===== src/rtl/mmu_ctxload.sv =====
// Context-switch sequencer: shadow store of 2^CTXW eight-entry page tables streamed into the MMU
// over a write/ack handshake. Define MMU_CTXLOAD_FAULTCAP_EN to build in sticky page-fault capture.
module mmu_ctxload #(
  parameter int CTXW = 2
) (
  input  logic            i_clk,
  input  logic            i_reset,
  input  logic            i_we,
  input  logic [CTXW+2:0] i_waddr,
  input  logic [7:0]      i_wdata,
  output logic            o_werr,
  input  logic            i_start,
  input  logic [CTXW-1:0] i_ctx,
  output logic            o_busy,
  output logic            o_done,
  output logic [CTXW-1:0] o_cur_ctx,
  output logic            o_pte_we,
  output logic [2:0]      o_pte_idx,
  output logic [7:0]      o_pte_data,
  input  logic            i_pte_ack,
  input  logic            i_pgfault_n,
  input  logic            i_vstb,
  input  logic [2:0]      i_vaddr,
  input  logic            i_fault_clr,
  output logic            o_fault,
  output logic [2:0]      o_fault_page,
  output logic [CTXW-1:0] o_fault_ctx
);

  localparam int NENT = (32'd1 << CTXW) * 32'd8;

  typedef enum logic [1:0] {
    ST_IDLE = 2'd0,
    ST_LOAD = 2'd1,
    ST_DONE = 2'd2
  } state_t;

  state_t          state_r, state_s;
  logic [7:0]      shadow_r [0:NENT-1];
  logic            busy_r, busy_s;
  logic            done_r, done_s;
  logic            werr_r;
  logic            pte_we_r, pte_we_s;
  logic [2:0]      pte_idx_r, pte_idx_s;
  logic [7:0]      pte_data_r, pte_data_s;
  logic [CTXW-1:0] cur_ctx_r, cur_ctx_s;
  logic [CTXW-1:0] ld_ctx_r, ld_ctx_s;

  // Next-state and next-output decode for the load sequencer
  always_comb begin
    state_s    = state_r;
    pte_we_s   = pte_we_r;
    pte_idx_s  = pte_idx_r;
    pte_data_s = pte_data_r;
    done_s     = 1'b0;
    cur_ctx_s  = cur_ctx_r;
    ld_ctx_s   = ld_ctx_r;
    case (state_r)
      ST_IDLE: begin
        if (i_start) begin
          state_s    = ST_LOAD;
          ld_ctx_s   = i_ctx;
          pte_idx_s  = 3'd0;
          pte_data_s = shadow_r[{i_ctx, 3'd0}];
          pte_we_s   = 1'b1;
        end else begin
          state_s = ST_IDLE;
        end
      end
      ST_LOAD: begin
        if (i_pte_ack) begin
          if (pte_idx_r == 3'd7) begin
            pte_we_s  = 1'b0;
            cur_ctx_s = ld_ctx_r;
            done_s    = 1'b1;
            state_s   = ST_DONE;
          end else begin
            pte_idx_s  = pte_idx_r + 3'd1;
            pte_data_s = shadow_r[{ld_ctx_r, pte_idx_s}];
          end
        end else begin
          state_s = ST_LOAD;
        end
      end
      ST_DONE: state_s = ST_IDLE;
      default: begin
        state_s  = ST_IDLE;
        pte_we_s = 1'b0;
      end
    endcase
    busy_s = (state_s != ST_IDLE);
  end

  // Sequencer registers and shadow store; shadow writes are only accepted while idle
  always_ff @(posedge i_clk or posedge i_reset) begin
    if (i_reset) begin
      state_r    <= ST_IDLE;
      busy_r     <= 1'b0;
      done_r     <= 1'b0;
      werr_r     <= 1'b0;
      pte_we_r   <= 1'b0;
      pte_idx_r  <= 3'd0;
      pte_data_r <= 8'h00;
      cur_ctx_r  <= {CTXW{1'b0}};
      ld_ctx_r   <= {CTXW{1'b0}};
      for (int i = 0; i < NENT; i++) begin
        shadow_r[i] <= 8'h00;
      end
    end else begin
      state_r    <= state_s;
      busy_r     <= busy_s;
      done_r     <= done_s;
      werr_r     <= i_we && busy_r;
      pte_we_r   <= pte_we_s;
      pte_idx_r  <= pte_idx_s;
      pte_data_r <= pte_data_s;
      cur_ctx_r  <= cur_ctx_s;
      ld_ctx_r   <= ld_ctx_s;
      if (i_we && !busy_r) begin
        shadow_r[i_waddr] <= i_wdata;
      end
    end
  end

  assign o_busy     = busy_r;
  assign o_done     = done_r;
  assign o_werr     = werr_r;
  assign o_pte_we   = pte_we_r;
  assign o_pte_idx  = pte_idx_r;
  assign o_pte_data = pte_data_r;
  assign o_cur_ctx  = cur_ctx_r;

`ifdef MMU_CTXLOAD_FAULTCAP_EN
  logic            fault_r;
  logic [2:0]      fault_page_r;
  logic [CTXW-1:0] fault_ctx_r;

  // Sticky fault capture: first fault is kept; clear beats a new fault only once one is held
  always_ff @(posedge i_clk or posedge i_reset) begin
    if (i_reset) begin
      fault_r      <= 1'b0;
      fault_page_r <= 3'd0;
      fault_ctx_r  <= {CTXW{1'b0}};
    end else if (fault_r && i_fault_clr) begin
      fault_r <= 1'b0;
    end else if (!fault_r && i_vstb && !i_pgfault_n) begin
      fault_r      <= 1'b1;
      fault_page_r <= i_vaddr;
      fault_ctx_r  <= cur_ctx_r;
    end else begin
      fault_r <= fault_r;
    end
  end

  assign o_fault      = fault_r;
  assign o_fault_page = fault_page_r;
  assign o_fault_ctx  = fault_ctx_r;
`else
  logic unused_fault_s;
  assign unused_fault_s = &{1'b0, i_pgfault_n, i_vstb, i_vaddr, i_fault_clr};
  assign o_fault      = 1'b0;
  assign o_fault_page = 3'd0;
  assign o_fault_ctx  = {CTXW{1'b0}};
`endif

endmodule


===== config.mk =====
export PLATFORM = sky130hd
export DESIGN_NAME = mmu_ctxload
export DESIGN_NICKNAME = d
export VERILOG_FILES = /design/src/rtl/mmu_ctxload.sv
export SDC_FILE = /design/constraint.sdc
export NUM_CORES = 1
export LEC_CHECK = 0
export BUFFER_PORTS_ARGS = -buffer_cell sky130_fd_sc_hd__buf_2
export CAP_MARGIN = 20
export CORE_MARGIN = 8
export CORE_UTILIZATION = 59
export DETAILED_ROUTE_END_ITERATION = 10
export PLACE_DENSITY_LB_ADDON = 0.25
export SLEW_MARGIN = 20
export SYNTH_ARGS = -nofsm -noshare
export SYNTH_HDL_FRONTEND = slang
export SYNTH_SLANG_ARGS = --single-unit
export TNS_END_PERCENT = 10

===== constraint.sdc =====
create_clock -name i_clk -period 10.8 [get_ports i_clk]
set_input_delay 1.08 -clock i_clk [delete_from_list [all_inputs] [get_ports i_clk]]
set_output_delay 1.08 -clock i_clk [all_outputs]
set_load 0.01 [all_outputs]

Yosys cells after proc, flatten, opt, wreduce, memory -nomap -nowiden
Cells that the tools add are included.
W data, S select, Z words.
{"block": "word_totals", "regBits": 277, "latchBits": 0, "mem_bits_rw": 0, "romBits": 0, "input_bits": 26, "out_inout_bits": 23, "wordCells": 96, "mem_count": 0}
{"block": "classes", "n_addsub": 1, "multipliers": 0, "n_div": 0, "n_lt_le_gt_ge": 4, "n_eq_ne": 7, "shifts": 0, "n_mux": 28, "n_bitwise": 4, "reduce_logical": 11}
{"cell": "$bwmux W256", "n": 1}
{"cell": "$bmux W8 S5", "n": 2}
{"cell": "$mux W8", "n": 8}
{"cell": "$demux W8 S5", "n": 1}
{"cell": "$ge A6 B6 Y1 const B", "n": 3}
{"cell": "$not A5 Y6", "n": 3}
{"cell": "$pmux W8 S2", "n": 1}
{"cell": "$mux W3", "n": 3}
{"cell": "$ne A2 B2 Y1 const B", "n": 4}
{"cell": "$reduce_and A4 Y1", "n": 2}
{"cell": "$mux W1", "n": 7}
{"cell": "$lt A6 B1 Y1 const B", "n": 1}
{"cell": "$pmux W3 S2", "n": 1}
{"cell": "$mux W2", "n": 2}
{"cell": "$pmux W2 S2", "n": 1}
{"cell": "$reduce_bool A2 Y1", "n": 2}
{"cell": "$add A3 B1 Y3 const B", "n": 1}
{"cell": "$eq A3 B3 Y1 const B", "n": 1}
{"cell": "$logic_and A1 B1 Y1", "n": 3}
{"cell": "$pmux W1 S3", "n": 1}
{"cell": "$reduce_and A3 Y1", "n": 1}
{"cell": "$eq A2 B1 Y1 const B", "n": 1}
{"cell": "$eq A2 B2 Y1 const B", "n": 1}
{"cell": "$logic_not A2 Y1", "n": 1}
{"cell": "other kinds (3)", "n": 3}

Depth between registers and ports, before layout
Gate-level depths: netlist (run 1).
{"block": "logic_depth", "ltp_word": 8, "mapped_depth": 8, "mapped_depth_nobuf": 6}

Least setup slack after synthesis (run 1)
No wires, ideal clock.
{"block": "synth_timing", "kind": "input -> register", "from": "in i_waddr[0]", "to": "reg shadow_r[128] in the netlist's numbering", "arrival_ns": 2.262, "slack_ns": 8.413, "path_stages": 5, "cell_sequence": "nand3b_1 > or2_2 > clkbuf_1 > nor2_2 > mux2_2"}
{"block": "synth_via", "elab_chain_len": 6, "word_cells_on_any_way": 7, "classes_between": "order compare: 2; mux: 3; bitwise: 1; reduce/logical: 1"}
{"element": "from (decl)", "line": "9", "source": "input logic [CTXW+2:0] i_waddr,"}
{"element": "$not A5 Y6 (not written as such) (*)", "line": "120", "source": "shadow_r[i_waddr] <= i_wdata;"}
{"element": "$ge A6 B6 Y1 (not written as such) or $lt A6 B1 Y1 (tied branches)", "line": "120"}
{"element": "$logic_and A1 B1 Y1 (not written as such)", "line": "120"}
{"element": "$mux W8 (not written as such)", "line": "120"}
{"element": "$demux W8 S5 (*)", "line": "120"}
{"element": "$bwmux W256 (*)", "line": "120"}
{"element": "to (signal, indexed assignment)", "line": "120"}
{"element": "to (decl)", "line": "39", "source": "logic [7:0] shadow_r [0:NENT-1];"}
Mark *: on every way between the ends. The rest lies on a longest branch, timed or not.
A chain may end at the register's enable or synchronous reset.

Worst setup path in the final report (run 1)
{"block": "layout_timing", "from": "reg pte_idx_r[0] (netlist: o_pte_idx[0])", "to": "reg pte_data_r[5] (netlist: o_pte_data[5])"}
{"block": "layout_via", "elab_chain_len": 8, "word_cells_on_any_way": 11, "classes_between": "add/sub: 1; eq/ne: 2; mux: 6; bitwise: 1; reduce/logical: 1"}
{"element": "from (decl)", "line": "44", "source": "logic [2:0] pte_idx_r, pte_idx_s;"}
{"element": "from (signal assigned)", "line": "115", "source": "pte_idx_r <= pte_idx_s;"}
{"element": "$add A3 B1 Y3", "line": "78", "source": "pte_idx_s = pte_idx_r + 3'd1;"}
{"element": "$not A5 Y6 (not written as such)", "line": "79", "source": "pte_data_s = shadow_r[{ld_ctx_r, pte_idx_s}];"}
{"element": "$bmux W8 S5", "line": "79"}
{"element": "$mux W8 (not written as such) (2 in a row)", "line": "79"}
{"element": "$mux W8", "line": "72", "source": "if (pte_idx_r == 3'd7) begin"}
{"element": "$mux W8", "line": "71", "source": "if (i_pte_ack) begin"}
{"element": "$pmux W8 S2", "line": "58", "source": "case (state_r)"}
{"element": "to (signal assigned)", "line": "116", "source": "pte_data_r <= pte_data_s;"}
{"element": "to (decl)", "line": "45", "source": "logic [7:0] pte_data_r, pte_data_s;"}
Parallel ways exist; a longest one is shown, timed or not. The select of a mux whose other input is x is not followed.

==> impl_metrics.env, run 1 <==
export IMPL_status="finished, final reports clean"
export IMPL_cts_clk_slew_worst_paths_ps=60
export IMPL_cts_resized=0
export IMPL_reg2reg_slack_ps=7020
export IMPL_drc=0
export IMPL_min_to="shadow_r[105]"
export IMPL_finalWirelength_microns=30400
export IMPL_ant_nets=0
export IMPL_clk_latency_ps=540
export IMPL_setup_violations=0
export IMPL_yosys_warnings=0
export IMPL_portBuffers=36
export IMPL_fp_coreArea_sq_um=21800
export IMPL_min_period_ps=3780
export IMPL_cp_start_kind="register"
export IMPL_drt_pass1_iter_count=7
export IMPL_async_reset_ff_frac=1.00
export IMPL_power_density_nw_per_um2=220
export IMPL_track_usage=0.231
export IMPL_dpl_hpwl_microns=20000
export IMPL_clkSinkCount=277
export IMPL_r2r_start="o_pte_idx[0]"
export IMPL_finalHoldViolCount=0
export IMPL_cts_buffer_depth=3
export IMPL_cts_hold_buf=0
export IMPL_fin_nets=908
export IMPL_num_rows=54
export IMPL_fin_area_sq_um=14200
export IMPL_drt_iter0_markers=732
export IMPL_rsz0062_at_grt="false"
export IMPL_hp_start="shadow_r[105]"
export IMPL_routabilityCongestion=0.840
export IMPL_synthTopCellsByCount="277 x dfrtp_1, 265 x mux2_2, 51 x mux2i_1, 40 x clkbuf_1, 26 x mux4_1"
export IMPL_peakVddDrop_uv=211
export IMPL_reg2regPathDepth=7
export IMPL_ioPinCount=49
export IMPL_post_route_period_util=0.350
export IMPL_cp_startpoint="o_pte_idx[0]"
export IMPL_routedWlPerCell_microns=25.7
export IMPL_grt_pass1_wl_microns=48100
export IMPL_antenna_found_initial=1
export IMPL_ys_seq_elements=277
export IMPL_hold_path_class="reg2reg"
export IMPL_overflow=0
export IMPL_die_w_microns=165
export IMPL_first_global_vias=8200
export IMPL_netlist_area_leader_share=0.531
export IMPL_numCtsBuffers=29
export IMPL_max_freq_ghz=0.265
export IMPL_die_area_sq_um=27200
export IMPL_htreeDepth=1
export IMPL_fin_skew_ps=10.8
export IMPL_synth_top_area_cell="dfrtp_1"
export IMPL_via_per_inst=6.53
export IMPL_drv_slew=0
export IMPL_layout_drive_gt1_share=0.440
export IMPL_syn_to_final_growth_pct=8.64
export IMPL_cp_max_fo=46
export IMPL_cp_arrival_ps=4190
export IMPL_diodes=0
export IMPL_syn_area_per_cell_sq_um=15.0
export IMPL_synthTopCellsByArea="dfrtp_1 53%, mux2_2 23%, mux4_1 5.2%"
export IMPL_cts_tree="yes"
export IMPL_synth_area_sq_um=13100
export IMPL_cts_root_buf="clkbuf_16"
export IMPL_utilization=0.652
export IMPL_cts_setup_buffers=0
export IMPL_synth_seq_area_share=0.531
export IMPL_timing_rr_end="o_pte_data[5]"
export IMPL_setup_tns_ps=0
export IMPL_tightestPinTransition_ps=845
export IMPL_synthFlopType="dfrtp_1"
export IMPL_synth_edf_count=0
export IMPL_slew_headroom=0.436
export IMPL_start_util=0.600
export IMPL_routed_via_count=7705
export IMPL_max_cap_violations=0
export IMPL_hold_depth=1
export IMPL_post_dp_cell_area_sq_um=13300
export IMPL_die_h_microns=165
export IMPL_grt_max_degree=109
export IMPL_leakage_nw=6.95
export IMPL_yosysMostFrequentCell="dfrtp_1"
export IMPL_ys_types=41
export IMPL_required_ps=11220
export IMPL_synthCells=872
export IMPL_critPathKind="reg2reg"
export IMPL_end_kind="register"
metrics by stage:
stage                     hold WS (ps)  worst slack [ps]  std cells  total power, mW
final                              499              7020       1180             3.12
after detailed placement           486              7020       1129             2.18
after global routing               513              6730       1180             3.26
after CTS                          499              7010       1180             3.13
after floorplan                    470              2080        877             1.95
after global placement             479              7120       1129             2.14
how the worst max path moves through the flow:
| stage | to | slack (ps) | cells past startpoint |
|---|---|---|---|
| 2_1_floorplan | ld_ctx_r[0] | 2080 | 1 |
| 3_3_place_gp | o_pte_data[5] | 7120 | 7 |
| 3_5_place_dp | o_pte_data[4] | 7020 | 7 |
| 4_1_cts | o_pte_data[5] | 7010 | 7 |
| 5_1_grt | o_pte_data[2] | 6730 | 7 |
| 6_report | o_pte_data[5] | 7020 | 7 |
state kept, by name (all words and copies together), names as in the netlist:
register    cells
shadow_r      256
o_pte_data      8
o_pte_idx       3
ld_ctx_r        2
o_cur_ctx       2
state_r         2
o_busy          1
o_done          1
o_pte_we        1
o_werr          1
report_power, final:
| part | switching (mW) | internal [mW] | leakage (nW) | total [mW] |
|---|---|---|---|---|
| Sequential | 0.144 | 1.17 | 3.80 | 1.31 |
| Clock | 0.391 | 0.561 | 0.460 | 0.952 |
| Combinational | 0.475 | 0.385 | 2.69 | 0.860 |
| Total | 1.01 | 2.11 | 6.95 | 3.12 |
final cells by class:
class                      instances  area [sq um]
inverter                           3          18.8
clock inverter                     9          70.1
clock buffer                      42           845
fill                            1528          7560
tap                              280           350
sequential                       277          6940
multi-input combinational        528          5750
timing repair buffer              41           225
metal layers:
| layer | vias up | wire (microns) | track usage |
|---|---|---|---|
| li1 | 3275 | - | - |
| met5 | - | 0 | 0 |
| met3 | 65 | 1740 | 0.0351 |
| met2 | 256 | 14800 | 0.378 |
| met1 | 4109 | 13000 | 0.317 |
| met4 | 0 | 822 | 0.0627 |
worst max-delay path, cell delays in order (launching register included):
cell	delay [ps]
dfrtp_4	940
ha_2	300
ha_1	680
buf_4	410
or3b_1	470
o221ai_1	290
a221oi_1	130
o41ai_1	420
cells in the final DEF (no fill, tap or decap), types with 6 or more instances in the layout:
cell type	synthesis	layout
dfrtp_1	277	276
mux2_2	265	265
mux2i_1	51	51
buf_2	8	36
clkbuf_16	0	29
mux4_1	26	26
a22oi_1	24	24
mux4_2	22	22
nand2_1	20	20
nor2_2	16	16
nor2b_1	10	10
nor2_1	9	9
a211oi_1	8	8
a21oi_1	8	8
o41ai_1	8	8
clkinv_2	0	8
nand3b_1	7	7
clkbuf_8	0	7
conb_1	1	6
clkbuf_1	40	6
cell families (layout without fill, tap and decap cells):
kind of cell / Yosys count / in the layout / share of synthesized area
mux: 364 / 364 / 0.358
flops: 277 / 277 / 0.531
simple gates: 86 / 86 / 0.0369
buf+inv: 72 / 95 / 0.0310
compound gates: 70 / 70 / 0.0415
fa+ha+maj: 2 / 2 / 0.00192
other cells: 1 / 6 / 0.000287
(Power assumes the default switching activity.)
==> inputs of run 2 (changes only) <==
==> constraint.sdc (replaced) <==
create_clock -name i_clk -period 3.8 [get_ports i_clk]
set_input_delay 0.38 -clock i_clk [delete_from_list [all_inputs] [get_ports i_clk]]
set_output_delay 0.38 -clock i_clk [all_outputs]
set_load 0.01 [all_outputs]
==> run 2 against run 1 <==
Compared with the run above: core utilization increased by 0.81 points; sequential share of layout area decreased by 0.60 points; clock skew increased by 0.78 ps; worst hold slack got worse by 360 ps; first-iteration DRC count decreased by 15%; final area increased by 1.2%; clock power increased to 3.0 times the previous value; clock-buffer cell count increased by 2; via count about the same; total power increased to 2.9 times the previous value; largest cell class unchanged; largest power group unchanged.
==> impl_metrics.env, run 2 (synthesis gave the netlist of run 1 again) <==
export IMPL_syn_to_final_growth_pct=9.98
export IMPL_reg2regPathDepth=6
export IMPL_pwr_share_clk=0.317
export IMPL_min_to="o_werr"
export IMPL_combPwrFrac=0.286
export IMPL_reg2reg_slack_ps=920
export IMPL_status="finished, final reports clean"
export IMPL_dpl_hpwl_microns=20300
export IMPL_die_area_sq_um=27200
export IMPL_drt_iter0_markers=625
export IMPL_first_global_vias=8054
export IMPL_via_per_inst=6.47
export IMPL_overflow=0
export IMPL_final_common_cell="dfrtp_1"
export IMPL_numCtsBuffers=29
export IMPL_setup_tns_ps=0
export IMPL_end_kind="register"
export IMPL_clk_latency_ps=540
export IMPL_swShare=0.321
export IMPL_required_ps=4220
export IMPL_worstPathCellList="ha_2 -> buf_4 -> nor2b_1 -> a22oi_1 -> a21oi_1 -> o41ai_1"
export IMPL_clkSinkCount=277
export IMPL_fin_skew_ps=11.5
export IMPL_rsz0062_at_grt="false"
export IMPL_slew_headroom=0.421
export IMPL_utilization=0.660
export IMPL_grt_pass1_wl_microns=47800
export IMPL_ant_nets=0
export IMPL_crit_slowest_cell="ha_2"
export IMPL_drt_pass1_iter_count=5
export IMPL_peakVddDrop_uv=567
export IMPL_max_freq_ghz=0.347
export IMPL_layout_drive_gt1_share=0.449
export IMPL_routed_via_count=7703
export IMPL_intPower_mw=6.16
export IMPL_portBuffers=36
export IMPL_cts_clk_slew_worst_paths_ps=60
export IMPL_crit_path_max_incr_delay_ps=870
export IMPL_hp_start="i_we"
export IMPL_finalWirelength_microns=30400
export IMPL_die_h_microns=165
export IMPL_leakage_nw=7.02
export IMPL_cts_tree="yes"
export IMPL_p_seq_frac=0.397
export IMPL_htreeDepth=1
export IMPL_start_util=0.600
export IMPL_cts_resized=0
export IMPL_grtUsageMet1=0.319
export IMPL_final_cell_mix="276 x dfrtp_1, 265 x mux2_2, 51 x mux2i_1"
export IMPL_timing_rr_end="o_pte_data[6]"
export IMPL_r2r_start="o_pte_idx[0]"
export IMPL_num_rows=54
export IMPL_routabilityCongestion=0.860
export IMPL_cp_start_kind="register"
export IMPL_min_period_ps=2880
export IMPL_largest_reg_flops=256
export IMPL_cts_buffer_depth=3
export IMPL_hold_depth=2
export IMPL_fp_coreArea_sq_um=21800
export IMPL_cp_buffers_inverters=1
export IMPL_drv_slew=0
export IMPL_tightestPinTransition_ps=869
export IMPL_power_density_nw_per_um2=631
export IMPL_hold_path_class="in2reg"
export IMPL_setup_violations=0
export IMPL_drc=0
export IMPL_use_met2=0.365
export IMPL_finalHoldViolCount=0
export IMPL_fin_nets=916
export IMPL_crit_family="adder cells"
export IMPL_post_route_period_util=0.758
export IMPL_cts_root_buf="clkbuf_16"
export IMPL_post_dp_cell_area_sq_um=13300
export IMPL_die_w_microns=165
export IMPL_diodes=0
export IMPL_antenna_found_initial=1
export IMPL_fin_area_sq_um=14400
export IMPL_largest_register="shadow_r"
export IMPL_cp_arrival_ps=3300
export IMPL_grtUsageMet3=0.0426
export IMPL_critPathKind="reg2reg"
export IMPL_routedWlPerCell_microns=25.5
export IMPL_max_cap_violations=0
export IMPL_cp_max_fo=31
export IMPL_grt_max_degree=92
export IMPL_grt_busiest_layer="met2"
export IMPL_ioPinCount=49
export IMPL_track_usage=0.230
export IMPL_switching_power_mw=2.91
run 2: area by class of cell:
cell class	count	area (sq um)
flip-flops and latches	277	6940
repair buffers	49	330
well taps	280	350
inverters	3	15.0
clock buffers	44	902
multi-input cells	528	5750
fillers	1495	7390
clock inverters	10	86.3
run 2: metrics by stage:
| stage | hold slack [ps] | power [mW] | cells | setup WS (ps) |
|---|---|---|---|---|
| finish | 141 | 9.07 | 1191 | 919 |
| global route | 139 | 9.43 | 1191 | 724 |
| CTS | 110 | 9.11 | 1189 | 888 |
| detailed placement | 488 | 6.24 | 1135 | 905 |
| global placement | 479 | 6.15 | 1135 | 958 |
| floorplan | 470 | 5.56 | 877 | -245 |
run 2: metal layers:
layer	vias to the layer above	routed length, microns
met3	64	1990
met2	249	14500
met5	-	13
met1	4090	13100
li1	3298	-
met4	2	812
run 2: what timing repair did:
| action | 4_1_cts | 5_1_grt |
|---|---|---|
| setup buffers | 0 | 0 |
| hold buffers | 0 | 1 |
| hold endpoints to repair | 0 | 20 |
| endpoints found under the setup margin | 0 | 0 |
run 2: worst max path at each step:
stage                            start       endpoint  slack [ps]  cells past startpoint
after CTS                 o_pte_idx[0]  o_pte_data[7]         890                      6
final                     o_pte_idx[0]  o_pte_data[6]         920                      6
after global routing      o_pte_idx[0]  o_pte_data[1]         720                      6
after detailed placement  o_pte_idx[0]  o_pte_data[7]         910                      6
after floorplan                i_reset    ld_ctx_r[0]        -250                      1
after global placement    o_pte_idx[0]  o_pte_data[2]         960                      5
run 2: power groups by stage:
| stage | Clock [mW] | Sequential [mW] | Combinational (mW) |
|---|---|---|---|
| 6_report | 2.87 | 3.60 | 2.60 |
| 5_1_grt | 3.03 | 3.64 | 2.77 |
| 4_1_cts | 2.91 | 3.59 | 2.60 |
| 3_5_place_dp | 0 | 3.64 | 2.60 |
| 3_3_place_gp | 0 | 3.61 | 2.54 |
| 2_1_floorplan | 0 | 3.53 | 2.02 |
run 2: worst register-to-register path, cell delays in order (launching register included):
cell and delay, ps:
dfrtp_4 480, ha_2 870, buf_4 350, nor2b_1 530
a22oi_1 190, a21oi_1 260, o41ai_1 90
